### config.mk
export PLATFORM = sky130hd
export DESIGN_NAME = instr_fetch_flat
export DESIGN_NICKNAME = d
export VERILOG_FILES = /design/src/rtl/rapids_defs.sv /design/src/rtl/instr_fetch_if.sv /design/src/rtl/seg_check.sv /design/src/rtl/instr_fetch.sv /design/src/flat_wrapper.sv
export SDC_FILE = /design/constraint.sdc
export NUM_CORES = 1
export LEC_CHECK = 0
export CAP_MARGIN = 10
export CORE_UTILIZATION = 40
export DETAILED_ROUTE_END_ITERATION = 10
export PLACE_DENSITY = 0.73
export REMOVE_ABC_BUFFERS = 1
export SLEW_MARGIN = 20
export SYNTH_ARGS = -nofsm -noshare
export SYNTH_HDL_FRONTEND = slang
export SYNTH_SLANG_ARGS = --single-unit
export TNS_END_PERCENT = 100
### constraint.sdc
create_clock -name clk -period 4.75 [get_ports clk]
set_clock_uncertainty 0.2 [all_clocks]
set_input_delay 0.7125 -clock clk [delete_from_list [all_inputs] [get_ports clk]]
set_output_delay 0.7125 -clock clk [all_outputs]
set_load 0.02 [all_outputs]
### src/rtl/rapids_defs.sv
// rtl/rapids_defs.sv - shared control-FSM constants and fetch-stage state encoding
package rapids_defs;

    localparam logic [4:0] HALT       = 5'b00000;
    localparam logic [4:0] READ_INS   = 5'b01000;
    localparam logic [4:0] WAIT_LOAD  = 5'b01010;
    localparam logic [4:0] WAIT_STORE = 5'b01100;
    localparam logic [4:0] DO         = 5'b01001;
    localparam logic [4:0] TRAP       = 5'b10000;

    typedef enum logic [1:0] {
        IF_IDLE  = 2'b00,
        IF_REQ   = 2'b01,
        IF_DONE  = 2'b10,
        IF_FAULT = 2'b11
    } fetch_state_t;

endpackage

### src/rtl/instr_fetch_if.sv
// rtl/instr_fetch_if.sv - req/ack instruction memory port
interface instr_fetch_if #(
    parameter int ADDR_W = 32,
    parameter int DATA_W = 32
);
    logic              mem_req;
    logic [ADDR_W-1:0] mem_addr;
    logic              mem_ack;
    logic [DATA_W-1:0] mem_rdata;
    logic              mem_err;

    modport master (
        output mem_req,
        output mem_addr,
        input  mem_ack,
        input  mem_rdata,
        input  mem_err
    );

    modport slave (
        input  mem_req,
        input  mem_addr,
        output mem_ack,
        output mem_rdata,
        output mem_err
    );
endinterface

### src/rtl/seg_check.sv
// rtl/seg_check.sv - word-aligned inclusive segment bounds check
module seg_check #(
    parameter int ADDR_W = 32
) (
    input  logic [ADDR_W-1:0] addr,
    input  logic [ADDR_W-1:0] base,
    input  logic [ADDR_W-1:0] limit,
    output logic              legal
);
    // aligned word address inside [base, limit], unsigned compare
    always_comb begin
        legal = (addr[1:0] == 2'b00) && (addr >= base) && (addr <= limit);
    end
endmodule

### src/rtl/instr_fetch.sv
// rtl/instr_fetch.sv - instruction fetch stage feeding the control FSM
module instr_fetch
    import rapids_defs::*;
#(
    parameter int              ADDR_W    = 32,
    parameter int              DATA_W    = 32,
    parameter logic [ADDR_W-1:0] SEG_BASE  = 32'h0000_0000,
    parameter logic [ADDR_W-1:0] SEG_LIMIT = 32'h0000_FFFC,
    parameter int              TIMEOUT   = 15
) (
    input  logic              clk,
    input  logic              rst_n,
    input  logic              fetch,
    input  logic              flush,
    input  logic [ADDR_W-1:0] pc,
    instr_fetch_if.master     mem,
    output logic [DATA_W-1:0] instr,
    output logic              instr_valid,
    output logic              wait_instr,
    output logic              instr_segv
);
    localparam int              CNT_W   = $clog2(TIMEOUT + 1);
    localparam logic [CNT_W-1:0] CNT_MAX = CNT_W'(TIMEOUT);

    fetch_state_t      state_q, state_d;
    logic              req_q, req_d;
    logic [ADDR_W-1:0] addr_q, addr_d;
    logic [DATA_W-1:0] instr_q, instr_d;
    logic              valid_q, valid_d;
    logic              segv_q, segv_d;
    logic [CNT_W-1:0]  cnt_q, cnt_d;
    logic              pc_legal;
    logic              start;

    seg_check #(.ADDR_W(ADDR_W)) u_seg_check (
        .addr  (pc),
        .base  (SEG_BASE),
        .limit (SEG_LIMIT),
        .legal (pc_legal)
    );

    // state and output registers; async reset drops mem_req immediately
    always_ff @(posedge clk or negedge rst_n) begin
        if (!rst_n) begin
            state_q <= IF_IDLE;
            req_q   <= 1'b0;
            addr_q  <= '0;
            instr_q <= '0;
            valid_q <= 1'b0;
            segv_q  <= 1'b0;
            cnt_q   <= '0;
        end else begin
            state_q <= state_d;
            req_q   <= req_d;
            addr_q  <= addr_d;
            instr_q <= instr_d;
            valid_q <= valid_d;
            segv_q  <= segv_d;
            cnt_q   <= cnt_d;
        end
    end

    // next-state and next register values; flush overrides everything
    always_comb begin
        state_d = state_q;
        req_d   = req_q;
        addr_d  = addr_q;
        instr_d = instr_q;
        valid_d = valid_q;
        segv_d  = segv_q;
        cnt_d   = cnt_q;
        start   = 1'b0;

        case (state_q)
            IF_IDLE: begin
                start = fetch;
            end
            IF_REQ: begin
                if (mem.mem_ack) begin
                    req_d = 1'b0;
                    if (mem.mem_err) begin
                        state_d = IF_FAULT;
                        segv_d  = 1'b1;
                    end else begin
                        state_d = IF_DONE;
                        instr_d = mem.mem_rdata;
                        valid_d = 1'b1;
                    end
                end else if (cnt_q == CNT_MAX) begin
                    state_d = IF_FAULT;
                    segv_d  = 1'b1;
                    req_d   = 1'b0;
                end else begin
                    cnt_d = cnt_q + 1'b1;
                end
            end
            IF_DONE: begin
                if (!fetch) begin
                    state_d = IF_IDLE;
                    valid_d = 1'b0;
                end else if (pc != addr_q) begin
                    start = 1'b1;
                end
            end
            IF_FAULT: begin
                if (!fetch) begin
                    state_d = IF_IDLE;
                    segv_d  = 1'b0;
                end
            end
            default: state_d = IF_IDLE;
        endcase

        if (start) begin
            valid_d = 1'b0;
            if (pc_legal) begin
                state_d = IF_REQ;
                addr_d  = pc;
                req_d   = 1'b1;
                cnt_d   = '0;
                segv_d  = 1'b0;
            end else begin
                state_d = IF_FAULT;
                segv_d  = 1'b1;
            end
        end

        if (flush) begin
            state_d = IF_IDLE;
            req_d   = 1'b0;
            valid_d = 1'b0;
            segv_d  = 1'b0;
            instr_d = instr_q;
        end
    end

    assign mem.mem_req  = req_q;
    assign mem.mem_addr = addr_q;
    assign instr        = instr_q;
    assign instr_valid  = valid_q;
    assign instr_segv   = segv_q;
    assign wait_instr   = fetch & ~valid_q & ~segv_q;

endmodule
### src/flat_wrapper.sv
// flat-port wrapper written by rule: the top's interface ports become plain ports
module instr_fetch_flat import rapids_defs::*;
#(
    parameter int              ADDR_W    = 32,
    parameter int              DATA_W    = 32,
    parameter logic [ADDR_W-1:0] SEG_BASE  = 32'h0000_0000,
    parameter logic [ADDR_W-1:0] SEG_LIMIT = 32'h0000_FFFC,
    parameter int              TIMEOUT   = 15
)
  (clk, rst_n, fetch, flush, pc, instr, instr_valid, wait_instr, instr_segv, mem_mem_req, mem_mem_addr, mem_mem_ack, mem_mem_rdata, mem_mem_err);
  instr_fetch_if #(.ADDR_W(ADDR_W), .DATA_W(DATA_W)) mem_i ();
  input  logic clk;
  input  logic rst_n;
  input  logic fetch;
  input  logic flush;
  input  logic [ADDR_W-1:0] pc;
  output logic [DATA_W-1:0] instr;
  output logic instr_valid;
  output logic wait_instr;
  output logic instr_segv;
  output wire logic [$bits(mem_i.mem_req)-1:0] mem_mem_req;
  output wire logic [$bits(mem_i.mem_addr)-1:0] mem_mem_addr;
  input wire logic [$bits(mem_i.mem_ack)-1:0] mem_mem_ack;
  input wire logic [$bits(mem_i.mem_rdata)-1:0] mem_mem_rdata;
  input wire logic [$bits(mem_i.mem_err)-1:0] mem_mem_err;
  assign mem_mem_req = mem_i.mem_req;
  assign mem_mem_addr = mem_i.mem_addr;
  assign mem_i.mem_ack = mem_mem_ack;
  assign mem_i.mem_rdata = mem_mem_rdata;
  assign mem_i.mem_err = mem_mem_err;
  instr_fetch #(.ADDR_W(ADDR_W), .DATA_W(DATA_W), .SEG_BASE(SEG_BASE), .SEG_LIMIT(SEG_LIMIT), .TIMEOUT(TIMEOUT)) u_core (.clk(clk), .rst_n(rst_n), .fetch(fetch), .flush(flush), .pc(pc), .mem(mem_i), .instr(instr), .instr_valid(instr_valid), .wait_instr(wait_instr), .instr_segv(instr_segv));
endmodule
==> metrics.md <==
| Metric | Value |
|---|---|
| Main flop type after synthesis | dfrtp_1 |
| Drc violations | 0 |
| # hold bufs at CTS | 0 |
| WHS | 309 ps |
| Final Max Slew Viols | 0 |
| Layout area overhead | 50.0% |
| Detail Route Antenna Nets | 0 |
| Die Y | 93.6 um |
| Vias post-DR | 2,556 |
| Leakage | 2.14 nW |
| Sequential Power Share | 43.2% |
| Pin count of the biggest net entering global routing | 74 |
| Setup_tns | 0 ps |
| Combinational share of power | 27.2% |
| Mean Syn Cell Area | 12.9 um^2 |
| Cell Area, Synth | 0.00336 mm^2 |
| Yosys reg bits | 73 |
| Sw frac | 28.7% |
| CP max FO | 8 |
| Clock root cell | clkbuf_8 |
| Count of non-filler cells in the finished layout | 514 |
| Pwr Density | 355 mW/mm^2 |
| First-pass DRT Iterations | 4 |
| Clock Power Share | 29.6% |
| Detailed-route wire length | 8.50 mm |
| Post-cts sizing count | 0 |
| Slew @ Worst Pin | 900 ps |
| Number of global-route vias before repair | 2,777 |
| Longest Clk Path Bufs | 2 |
| CP Launch Type | primary input |
| Hold/Removal Path Class | primary input to async pin |
| Area leader, netlist | dfrtp_1 |
| Relative slew slack | 40.0% |
| Global-route wire length before repair | 13.6 mm |
| Tmin final | 3070 ps |
| # IOs | 138 |
| Maximum clock frequency | 325 MHz |
| Synth area leaders | dfrtp_1 (54%), mux2_2 (11%), xnor2_1 (7.0%) |
| Gr usage total | 21.0% |
| Status | finished, final reports clean |
| Port buffer count | 137 |
| DP HPWL | 6.32 mm |
| EDFF count, synth | 0 |
| Fin nets | 475 |
| Synth top area share | 54.4% |
| Iteration-0 DRC Markers | 87 |
| Total number of yosys warnings | 0 |
| Clock sinks | 73 |
| Crit path arrival time | 2160 ps |
| Switch Pwr | 514 uW |
| Required time of the critical path | 3840 ps |
| ANT cells | 0 |
| Worst VDD drop | 276 uV |
| Async S/R FF share, synth | 100% |
| GR Overflow Total | 0 |
| Clock-pin slew on the worst setup and hold paths | 80 ps |
| Syn Inst Count | 261 |
| Level count of the clock H-tree | 3 |
| CP endpoint kind | output port |
| Share of post-route cells with drive strength above 1 | 16.6% |
| Placed Cells incl. Taps | 498 |
| Synth unique cells | 37 |
| Initial antenna violation count | 0 |
| TritonCTS Buffers | 9 |
| WL/cell | 16.5 um |
| RSZ-0062 raised after global routing | no |
| Sequential area share after synthesis | 54.4% |
| Final Util | 61.6% |
| Core area | 0.00818 mm^2 |
| FP Rows | 33 |
| Max cap viols | 0 |
| Design Power | 1.79 mW |
| Die area | 0.00877 mm^2 |
| Starting density of the core | 41.1% |
| Clk Latency, worst-skew pair | 340 ps |
| Hold Fails Final Rpt | 0 |
| CTS tree | yes |
| Setup violators final | 0 |
| Pint | 1.28 mW |
| Postcts setup bufs | 0 |
| Vias per cell | 4.97 |
| Crit path kind | primary input to output port |
| Final Cycle Share | 64.7% |
| Chip width | 93.6 um |
| Gpl congestion | 0.839 |
[final cells by class]
| type | count | area, um^2 |
|---|---|---|
| fillers | 680 | 3140 |
| flip-flops and latches | 73 | 1830 |
| multi-input cells | 176 | 1470 |
| well taps | 105 | 131 |
| clock inverters | 6 | 82.6 |
| repair buffers | 138 | 1380 |
| inverters | 6 | 22.5 |
| clock buffers | 10 | 128 |
[critical path: stages]
cell	delay, ps
clkdlybuf4s50_1	600
nor3b_1	210
clkdlybuf4s50_1	630
[final timing paths]
| path | startpoint | endpoint | slack (ps) | cells after the start |
|---|---|---|---|---|
| max | fetch | wait_instr | 1680 | 3 |
| min | rst_n | u_core.instr[17] | 310 | 1 |
| max reg2reg | u_core.mem.mem_addr[22] | u_core.mem.mem_addr[2] | 2270 | 6 |
| min reg2reg | u_core.instr[4] | u_core.instr[4] | 310 | 1 |
| max in group asynchronous | rst_n | u_core.mem.mem_addr[4] | 3470 | 1 |
| min in group clk | u_core.instr[4] | u_core.instr[4] | 310 | 1 |
[sequential cells by signal, summed over array words and instances (netlist names)]
signal               count
u_core.mem.mem_req       1
u_core.instr            32
u_core.instr_valid       1
u_core.state_q           2
u_core.mem.mem_addr     32
u_core.instr_segv        1
u_core.cnt_q             4
[through the flow]
step | cell area (um^2) | setup WS, ps
final | 5040 | 1680
after global routing | 5040 | 1530
after CTS | 5040 | 1670
after detailed placement | 4830 | 1330
after global placement | 4830 | 1430
after floorplan | 3320 | 1660
[logic make-up (layout without fill, tap and decap cells)]
family,count (synthesis),in the layout,synth area share [%]
adders and majority gates,1,1,0.372
and+or+nand+nor,79,79,14.9
AOI/OAI and AO/OA,18,18,3.39
muxes,48,48,17.2
xor gates and xnor gates,30,30,7.82
buffers and inverters,12,160,1.90
DFF,73,73,54.4
[synth_stat cells (3+ instances only)]
cell type  instances
mux2_4            11
nor4_1             6
nor3_1             6
nor2_1             9
xor2_1             3
mux2_2            34
inv_1              6
xnor2_1           27
o21ai_0            5
a21oi_1            5
dfrtp_1           73
nand2b_1           7
nand4_1            9
nand2_1           10
buf_2              3
and2_1            17
mux2i_1            3
nand3_1            3
[cells in the final DEF (no fill, tap or decap), types with 2 or more instances in the layout]
cell / synthesis / final
xor2_1: 3 / 3
clkdlybuf4s50_1: 0 / 136
dfrtp_1: 73 / 73
o21ai_0: 5 / 5
nor3_1: 6 / 6
and4_1: 2 / 2
nand4_1: 9 / 9
inv_1: 6 / 6
and2_1: 17 / 17
nand2b_1: 7 / 7
buf_4: 0 / 2
mux2_4: 11 / 11
clkbuf_8: 0 / 9
nor4b_1: 2 / 2
mux2_2: 34 / 34
nor4_1: 6 / 6
nor2_1: 9 / 8
a211oi_1: 2 / 2
nand2_1: 10 / 10
clkinv_2: 0 / 3
nand3_1: 3 / 3
bufinv_16: 0 / 2
xnor2_1: 27 / 27
nor4_4: 2 / 2
mux2i_1: 3 / 3
a21oi_1: 5 / 5
[routing by layer]
metal | wire length [um] | part of all wire (%) | up-vias | global-route usage (%)
li1 | - | - | 1208 | -
met1 | 3460 | 41 | 1216 | 24.7
met2 | 3900 | 46 | 115 | 33.0
met3 | 934 | 11 | 17 | 9.51
met4 | 207 | 2.4 | 0 | 9.10
met5 | 0 | 0 | - | 0
[power by group through the flow]
| stage | Clock, mW | Sequential, mW | Combinational [mW] |
|---|---|---|---|
| global route | 0.564 | 0.785 | 0.520 |
| CTS | 0.541 | 0.774 | 0.493 |
| global placement | 0 | 0.778 | 0.484 |
| finish | 0.530 | 0.773 | 0.488 |
| detailed placement | 0 | 0.784 | 0.489 |
| floorplan | 0 | 0.873 | 0.126 |
No activity file was read; power rests on OpenSTA's default activity.
